File: src/rtl/sbox_hash_stream.sv
// Byte-streaming DES-S5 hash core. It absorbs a length-prefixed message, then runs
// NUM_H length-dependent finalisation rounds and publishes a registered digest.
module sbox_hash_stream #(
  parameter int                 NUM_H = 8,
  parameter int                 LEN_W = 64,
  parameter logic [4*NUM_H-1:0] IV    = 32'h30FD17B4
) (
  input  logic               clk,
  input  logic               rst_n,
  input  logic               start,
  input  logic [LEN_W-1:0]   C_in,
  input  logic [7:0]         M,
  input  logic               M_valid,
  output logic               M_ready,
  output logic               busy,
  output logic               hash_ready,
  output logic [4*NUM_H-1:0] digest
);
  localparam int JW = $clog2(NUM_H);

  typedef enum logic [1:0] {IDLE, ABSORB, FINAL} state_t;

  localparam logic [3:0] S5 [64] = '{
    4'd2,  4'd12, 4'd4,  4'd1,  4'd7,  4'd10, 4'd11, 4'd6,
    4'd8,  4'd5,  4'd3,  4'd15, 4'd13, 4'd0,  4'd14, 4'd9,
    4'd14, 4'd11, 4'd2,  4'd12, 4'd4,  4'd7,  4'd13, 4'd1,
    4'd5,  4'd0,  4'd15, 4'd10, 4'd3,  4'd9,  4'd8,  4'd6,
    4'd4,  4'd2,  4'd1,  4'd11, 4'd10, 4'd13, 4'd7,  4'd8,
    4'd15, 4'd9,  4'd12, 4'd5,  4'd6,  4'd3,  4'd0,  4'd14,
    4'd11, 4'd8,  4'd12, 4'd7,  4'd1,  4'd14, 4'd2,  4'd13,
    4'd6,  4'd15, 4'd0,  4'd9,  4'd10, 4'd4,  4'd5,  4'd3
  };

  state_t                state_reg;
  logic [NUM_H-1:0][3:0] h_reg;
  logic [NUM_H-1:0][3:0] h_next;
  logic [LEN_W-1:0]      counter_reg;
  logic [LEN_W-1:0]      c_reg;
  logic [JW-1:0]         j_reg;
  logic [4*NUM_H-1:0]    digest_reg;
  logic                  hash_ready_reg;
  logic                  m_ready_reg;
  logic                  busy_reg;
  logic [7:0]            rnd_byte;
  logic [5:0]            m6;
  logic [3:0]            s;

  // c_reg shifts right each finalisation round, so byte j of C is always at the
  // bottom and rounds beyond LEN_W/8 naturally see zero.
  assign rnd_byte = (state_reg == FINAL) ? c_reg[7:0] : M;
  assign m6 = {rnd_byte[3] ^ rnd_byte[2], rnd_byte[1], rnd_byte[0],
               rnd_byte[7], rnd_byte[6], rnd_byte[5] ^ rnd_byte[4]};
  assign s  = S5[{m6[5], m6[0], m6[4:1]}];

  generate
    for (genvar gi = 0; gi < NUM_H; gi++) begin : g_lane
      localparam int ROT = (gi >> 1) % 4;
      logic [3:0] x;
      logic [7:0] xx;
      assign x  = h_reg[(gi + 1) % NUM_H] ^ s;
      assign xx = {x, x} << ROT;
      assign h_next[gi] = xx[7:4];
    end
  endgenerate

  always_ff @(posedge clk or negedge rst_n) begin
    if (!rst_n) begin
      state_reg      <= IDLE;
      h_reg          <= IV;
      counter_reg    <= '0;
      c_reg          <= '0;
      j_reg          <= '0;
      digest_reg     <= '0;
      hash_ready_reg <= 1'b0;
      m_ready_reg    <= 1'b0;
      busy_reg       <= 1'b0;
    end else begin
      hash_ready_reg <= 1'b0;
      case (state_reg)
        IDLE: begin
          if (start) begin
            counter_reg <= C_in;
            c_reg       <= C_in;
            h_reg       <= IV;
            j_reg       <= '0;
            busy_reg    <= 1'b1;
            m_ready_reg <= (C_in != '0);
            state_reg   <= (C_in != '0) ? ABSORB : FINAL;
          end
        end
        ABSORB: begin
          if (M_valid) begin
            h_reg       <= h_next;
            counter_reg <= counter_reg - LEN_W'(1);
            if (counter_reg == LEN_W'(1)) begin
              m_ready_reg <= 1'b0;
              state_reg   <= FINAL;
            end
          end
        end
        FINAL: begin
          h_reg <= h_next;
          c_reg <= c_reg >> 8;
          j_reg <= j_reg + JW'(1);
          if (j_reg == JW'(NUM_H - 1)) begin
            digest_reg     <= h_next;
            hash_ready_reg <= 1'b1;
            busy_reg       <= 1'b0;
            state_reg      <= IDLE;
          end
        end
        default: state_reg <= IDLE;
      endcase
    end
  end

  assign M_ready    = m_ready_reg;
  assign busy       = busy_reg;
  assign hash_ready = hash_ready_reg;
  assign digest     = digest_reg;
endmodule

File: config.mk
export PLATFORM = sky130hd
export DESIGN_NAME = sbox_hash_stream
export DESIGN_NICKNAME = d
export VERILOG_FILES = /design/src/rtl/sbox_hash_stream.sv
export SDC_FILE = /design/constraint.sdc
export NUM_CORES = 1
export LEC_CHECK = 0
export ABC_AREA = 1
export BUFFER_PORTS_ARGS = -buffer_cell sky130_fd_sc_hd__buf_4
export CORE_AREA = 2 2 160 162
export CTS_BUF_LIST = sky130_fd_sc_hd__clkbuf_2 sky130_fd_sc_hd__clkbuf_4 sky130_fd_sc_hd__clkbuf_8
export DETAILED_ROUTE_END_ITERATION = 12
export DIE_AREA = 0 0 162 164
export PLACE_DENSITY = 0.74
export SLEW_MARGIN = 20
export SYNTH_ARGS = -nofsm -noshare
export SYNTH_HDL_FRONTEND = slang
export SYNTH_SLANG_ARGS = --single-unit
export TNS_END_PERCENT = 50
File: constraint.sdc
create_clock -name clk -period 7.6 [get_ports clk]
set_input_delay 1.14 -clock clk [delete_from_list [all_inputs] [get_ports clk]]
set_output_delay 1.14 -clock clk [all_outputs]
set_load 0.1 [all_outputs]
# Word level (Yosys, flattened, before mapping)

Memory sizes are Yosys's and may differ from the RTL's.
Cells that the tools add are included.

Add/sub/neg operators: 2
$lt $le $gt $ge: 1
Equal/unequal tests: 8
Multiplexer cells: 27
Bitwise operators: 11
Reduce and logical (&&, ||, !) cells: 12

Operators with widths:

| operator                                                             | count |
|---|---|
| 64-bit one-hot mux with 2 select lines                               | 2 |
| 64-bit 2-to-1 mux                                                    | 2 |
| 32-bit one-hot mux with 3 select lines                               | 1 |
| 64-bit by 1-bit == test with 1-bit output, second input constant     | 1 |
| 32-bit 2-to-1 mux                                                    | 2 |
| 64-bit nonzero test                                                  | 1 |
| 64-bit by 1-bit subtractor with 64-bit output, second input constant | 1 |
| 4-bit bitwise XOR                                                    | 8 |
| 2-bit 2-to-1 mux                                                     | 5 |
| 3-bit AND reduction                                                  | 3 |
| 4-bit 2-to-1 mux                                                     | 2 |
| 8-bit 2-to-1 mux                                                     | 1 |
| 4-bit AND reduction                                                  | 2 |
| 7-bit >= comparator, second input constant                           | 1 |
| 1-bit 2-to-1 mux                                                     | 7 |
| 6-bit inverter with 7-bit output                                     | 1 |
| 2-bit inequality test, second input constant                         | 3 |
| 2-bit one-hot mux with 3 select lines                                | 1 |
| 3-bit one-hot mux with 2 select lines                                | 1 |
| 1-bit one-hot mux with 2 select lines                                | 2 |
| 2-bit AND reduction                                                  | 2 |
| 2-bit nonzero test                                                   | 2 |
| 3-bit by 1-bit adder with 3-bit output, second input constant        | 1 |
| 3-bit == test, second input constant                                 | 1 |
| other kinds (7)                                                      | 8 |

Register bits after elaboration: 200
ROM bits: 256
Output and inout port bits: 35
Word-level logic and storage cells: 78
Memories kept: 1

Memories:

| memory          | depth | bits a word | read ports | clocked after Yosys merged registers in | wr ports | line | RTL |
|---|---|---|---|---|---|---|---|
| (no name shown) | 64    | 4           | 1          | 0                                       | 0        | 53   | `assign s = S5[{m6[5], m6[0], m6[4:1]}];` |

# Longest topological paths before layout

Word-level depth: 10
Mapped depth: 19

# Worst setup path before layout

OpenSTA, ideal clock, no wires.

Kind: input to register
Start point: input M[7]
End point: register digest_reg[24], in the netlist digest[24]
Data arrival time: 2530 ps
Required time: 7480 ps
Path slack: 4950 ps
Stages: 14
Path through: nand2_1 nand2_1 ha_1 inv_1 nand2_1 nand3_1 nand2_1 nand2_1 nand2_1 nand2_1 nand2_1 nand2_1 nand3_1 nand2_1

Longest elaborated chain between the ends: 6

RTL lines:

| item                                                   | line | RTL |
|---|---|---|
| start: declaration                                     | 12   | `input logic [7:0] M,` |
| 8-bit 2-to-1 mux                                       | 50   | `assign rnd_byte = (state_reg == FINAL) ? c_reg[7:0] : M;` |
| 6-bit inverter with 7-bit output (not written as such) | 53   |  |
| memory 64 x 4 bit                                      | -    |  |
| 4-bit 2-to-1 mux (not written as such) (2 in series)   | 53   |  |
| 4-bit bitwise XOR                                      | 60   | `assign x = h_reg[(gi + 1) % NUM_H] ^ s;` |
| end signal: assignment                                 | 106  | `digest_reg <= h_next;` |
| end: declaration                                       | 40   | `logic [4*NUM_H-1:0] digest_reg;` |

Every way passes these cells. The select of a mux whose other input is x is not followed.
A chain may end at the register's enable or synchronous reset.

# Final worst setup path

Start point: register state_reg[1]
End point: register counter_reg[40]

Longest elaborated chain between the ends: 3
Elaborated cells on any way between the ends: 7
Classes of those cells: 3 x eq/ne; 1 x mux; 3 x reduce/logical

RTL lines:

| item                                                                               | line | RTL |
|---|---|---|
| start: declaration                                                                 | 34   | `state_t state_reg;` |
| start signal: assignment                                                           | 88   | `state_reg <= (C_in != '0) ? ABSORB : FINAL;` |
| 2-bit by 1-bit == test with 1-bit output / 2-bit zero test (equally long branches) | 79   | `case (state_reg)` |
| 2-bit inequality test (no line) / 2-bit nonzero test (equally long branches)       | -    |  |
| 3-bit AND reduction (no line)                                                      | -    |  |
| end signal: assignment                                                             | 82   | `counter_reg <= C_in;` |
| end signal: assignment                                                             | 94   | `counter_reg <= counter_reg - LEN_W'(1);` |
| end: declaration                                                                   | 37   | `logic [LEN_W-1:0] counter_reg;` |

Parallel ways exist; a longest one is shown, timed or not.

==> qor.csv <==
metric,value,unit
total of hold buffers inserted after clock tree synthesis,0,
"most common cell after layout, fill and taps aside",sky130_fd_sc_hd__nand2_1,
Chip Width,162,µm
setup repair after global routing missed its margin,no,
worst setup slack before clock tree synthesis,3.372,ns
register-to-register path setup slack,3.28,ns
Hold Fails Final Rpt,0,
crit path kind,reg -> reg,
Clock transition at path regs,0.11,ns
most common cell type on the critical path,sky130_fd_sc_hd__buf_4,
crit-path max FO,94,
cell internal power dissipation,2.617,mW
core region area,24820,µm²
Tmin final,4.316,ns
Total Die Area,26570,µm²
overall die height,164,µm
final antenna diode count,0,
total placed instance area,13220,µm²
maximum vdd drop,0.2074,mV
number of cells on the worst hold path,2,
post-layout instance area,13650,µm²
proportion of power drawn by the clock network,13.8,%
post-synthesis average cell area,6.838,µm²
slowest cell on the critical path,sky130_fd_sc_hd__inv_2,
largest incremental delay on the critical path,0.78,ns
post-cts gate resize count,0,
sum of negative setup slack,0,ns
DRC marker count from the first detailed-route iteration,1013,
type of the worst min-delay path,reg -> reg,
count of port buffers added during placement,110,
count of different cell masters after synthesis,43,
required time reported for the critical path endpoint,8.00,ns
Post-Synthesis Cells,1784,
wire length per cell after detailed routing,16.92,µm
type of element launching the critical path,flip-flop,
worst setup path start,state_reg[1],
switching power summed over all nets,2.671,mW
number of flops mapped to enable cells by yosys,0,
initial core utilization,49.15,%
sequence of cells on the critical path,"inv_1, ha_2, buf_4, inv_2, o22ai_1, nor2_4, buf_4, clkinv_1, buf_4, a21oi_1, o211ai_1, o21ai_0",
Highest Clock Rate,231.7,MHz
DP Wirelength,27310,µm
maximum number of pins on one net before global-route repair,108,
count of boundary I/O pins,111,
fin crit share,56.79,%
worst min-delay path startpoint,digest[7],
Setup crit end kind,flip-flop,
remaining max-slew budget at the tightest pin,29.29,%
clock insertion delay at the later pin of the skew report,0.50,ns
Root Buffer Master,sky130_fd_sc_hd__clkbuf_8,
count of unresolved DRC violations after routing,0,
Worst Hold Endpoint,digest[7],
initial antenna violation count,0,
H-Tree Depth,4,
TritonCTS sink count,200,
maximum count of clock buffers along a single path,2,
proportion of power drawn by combinational gates,50.9,%
sum of overflow across all layers after global routing,0,
"Data arrival, critical path",4.72,ns
Vias per Instance,5.529,
GR Util All Layers,28.56,%
Pre-Repair DR Iteration Count,6,
FP Rows,58,
net count of the mapped netlist,1875,
end of the worst register-to-register path,counter_reg[40],
commonest register cell after synthesis,sky130_fd_sc_hd__dfrtp_1,
global-route wire length before repair,59960,µm
static power due to leakage,6.454,nW
final-report setup violation count,0,
share of the core filled with cells,54.98,%
routability congestion estimate from global placement,0.9496,
clock buffers created by TritonCTS,17,
signed area change from the synthesized netlist to the final layout,11.86,%
Max-cap violations,0,
synthesis-stage register bit count,200,
total power density per cell area,387.5,nW/µm²
most used cells in the layout excluding fill and tap cells,"sky130_fd_sc_hd__nand2_1, sky130_fd_sc_hd__nor2_1, sky130_fd_sc_hd__dfrtp_1, sky130_fd_sc_hd__nand3_1, sky130_fd_sc_hd__inv_1",
Netlist Area Pre-Place,12200,µm²
Worst Reg-to-Reg Cells,12,
clock tree from TritonCTS,done,
total of fill cells in the finished design,2465,
YS warnings,0,
number of global-route vias before repair,11310,
number of nets in the layout,1943,
Max Transition Viols Final,0,
"non-filler cells, final",2195,
Total Routed Length,37130,µm
layout cells sized above 1,11.69,%
status,finished clean,
final worst-path setup slack,3.284,ns
Detail Route Antenna Nets,0,
FF-to-FF Start,state_reg[1],
Reg power frac,35.3,%
final clock skew,0.02693,ns
share of the yosys chip area belonging to registers,41.20,%
buffers inserted by post-CTS timing repair,0,
vias post-DR,12140,
slew at the pin closest to its max-slew limit,1.059,ns
sw frac,50.51,%
fraction of registers with async set/reset,100.0,%
instance count after placement with tap cells included,2163,
[synth_stat cells, drive strengths merged, types with 2 or more instances]
cell    count  share of area [%]
a21oi      30                1.2
a22o        2               0.14
a22oi       4               0.25
a31oi      50                2.6
and2        2               0.10
buf        23                1.1
clkbuf     46                1.4
dfrtp     183                 38
dfstp      17                3.7
ha         15                1.5
inv       170                5.3
nand2     593                 19
nand3     182                7.9
nand4      16               0.82
nor2      254                8.0
nor3        8               0.33
nor4        9               0.46
o211ai     18                1.1
o21ai     127                5.3
o22ai       8               0.41
xor2       19                1.4
[per-layer routing]
layer / up-vias / share of wire, % / global-route usage [%]
met2: 454 / 48 / 48.14
met5: - / 0 / 0
met4: 0 / 2.7 / 8.850
li1: 5882 / - / -
met3: 72 / 6.1 / 3.384
met1: 5729 / 43 / 38.72
[critical path, delay by kind of cell, from the launching register on]
family	cells	cell delay, ns
AOI/OAI and AO/OA	4	0.73
adders and majority gates	1	0.16
buffers and inverters	6	2.76
DFF	1	0.40
and+or+nand+nor	1	0.13
[layout make-up]
| class | instances | area [µm²] | area share (%) |
|---|---|---|---|
| tap | 330 | 412.9 | 3.026 |
| timing repair buffer | 118 | 892.1 | 6.538 |
| clock buffer | 17 | 234.0 | 1.715 |
| sequential | 200 | 5026 | 36.83 |
| inverter | 171 | 646.9 | 4.741 |
| multi-input combinational | 1344 | 6245 | 45.76 |
| clock inverter | 15 | 188.9 | 1.385 |
[kinds of logic after synthesis]
kind of cell	count (synthesis)	synth area share [%]
buffers and inverters	240	7.795
adder cells (fa/ha/maj)	15	1.538
XOR/XNOR	20	1.436
AO/OA/AOI/OAI	242	11.24
AND/OR/NAND/NOR	1067	36.79
flip-flops	200	41.20
[through the flow]
step	hold WS (ns)	power [mW]
final	0.4910	5.287
after global routing	0.5070	5.766
after CTS	0.4974	5.267
after detailed placement	0.4666	4.541
after global placement	0.4649	4.455
after floorplan	0.4534	3.838
[worst max path at each step]
stage               slack (ns)  cells past startpoint               to
floorplan                 4.95                     14       digest[24]
global placement          3.50                     12  counter_reg[40]
detailed placement        3.37                     12  counter_reg[40]
CTS                       3.36                     12  counter_reg[40]
global route              2.89                     12  counter_reg[40]
finish                    3.28                     12  counter_reg[40]
[power by group through the flow]
stage | logic (mW) | clock network, mW | registers, mW
3_3_place_gp | 2.60 | 0 | 1.86
4_1_cts | 2.67 | 0.738 | 1.85
5_1_grt | 3.07 | 0.785 | 1.92
6_report | 2.69 | 0.730 | 1.87
3_5_place_dp | 2.67 | 0 | 1.87
2_1_floorplan | 2.05 | 0 | 1.79
(Power assumes the default switching activity.)
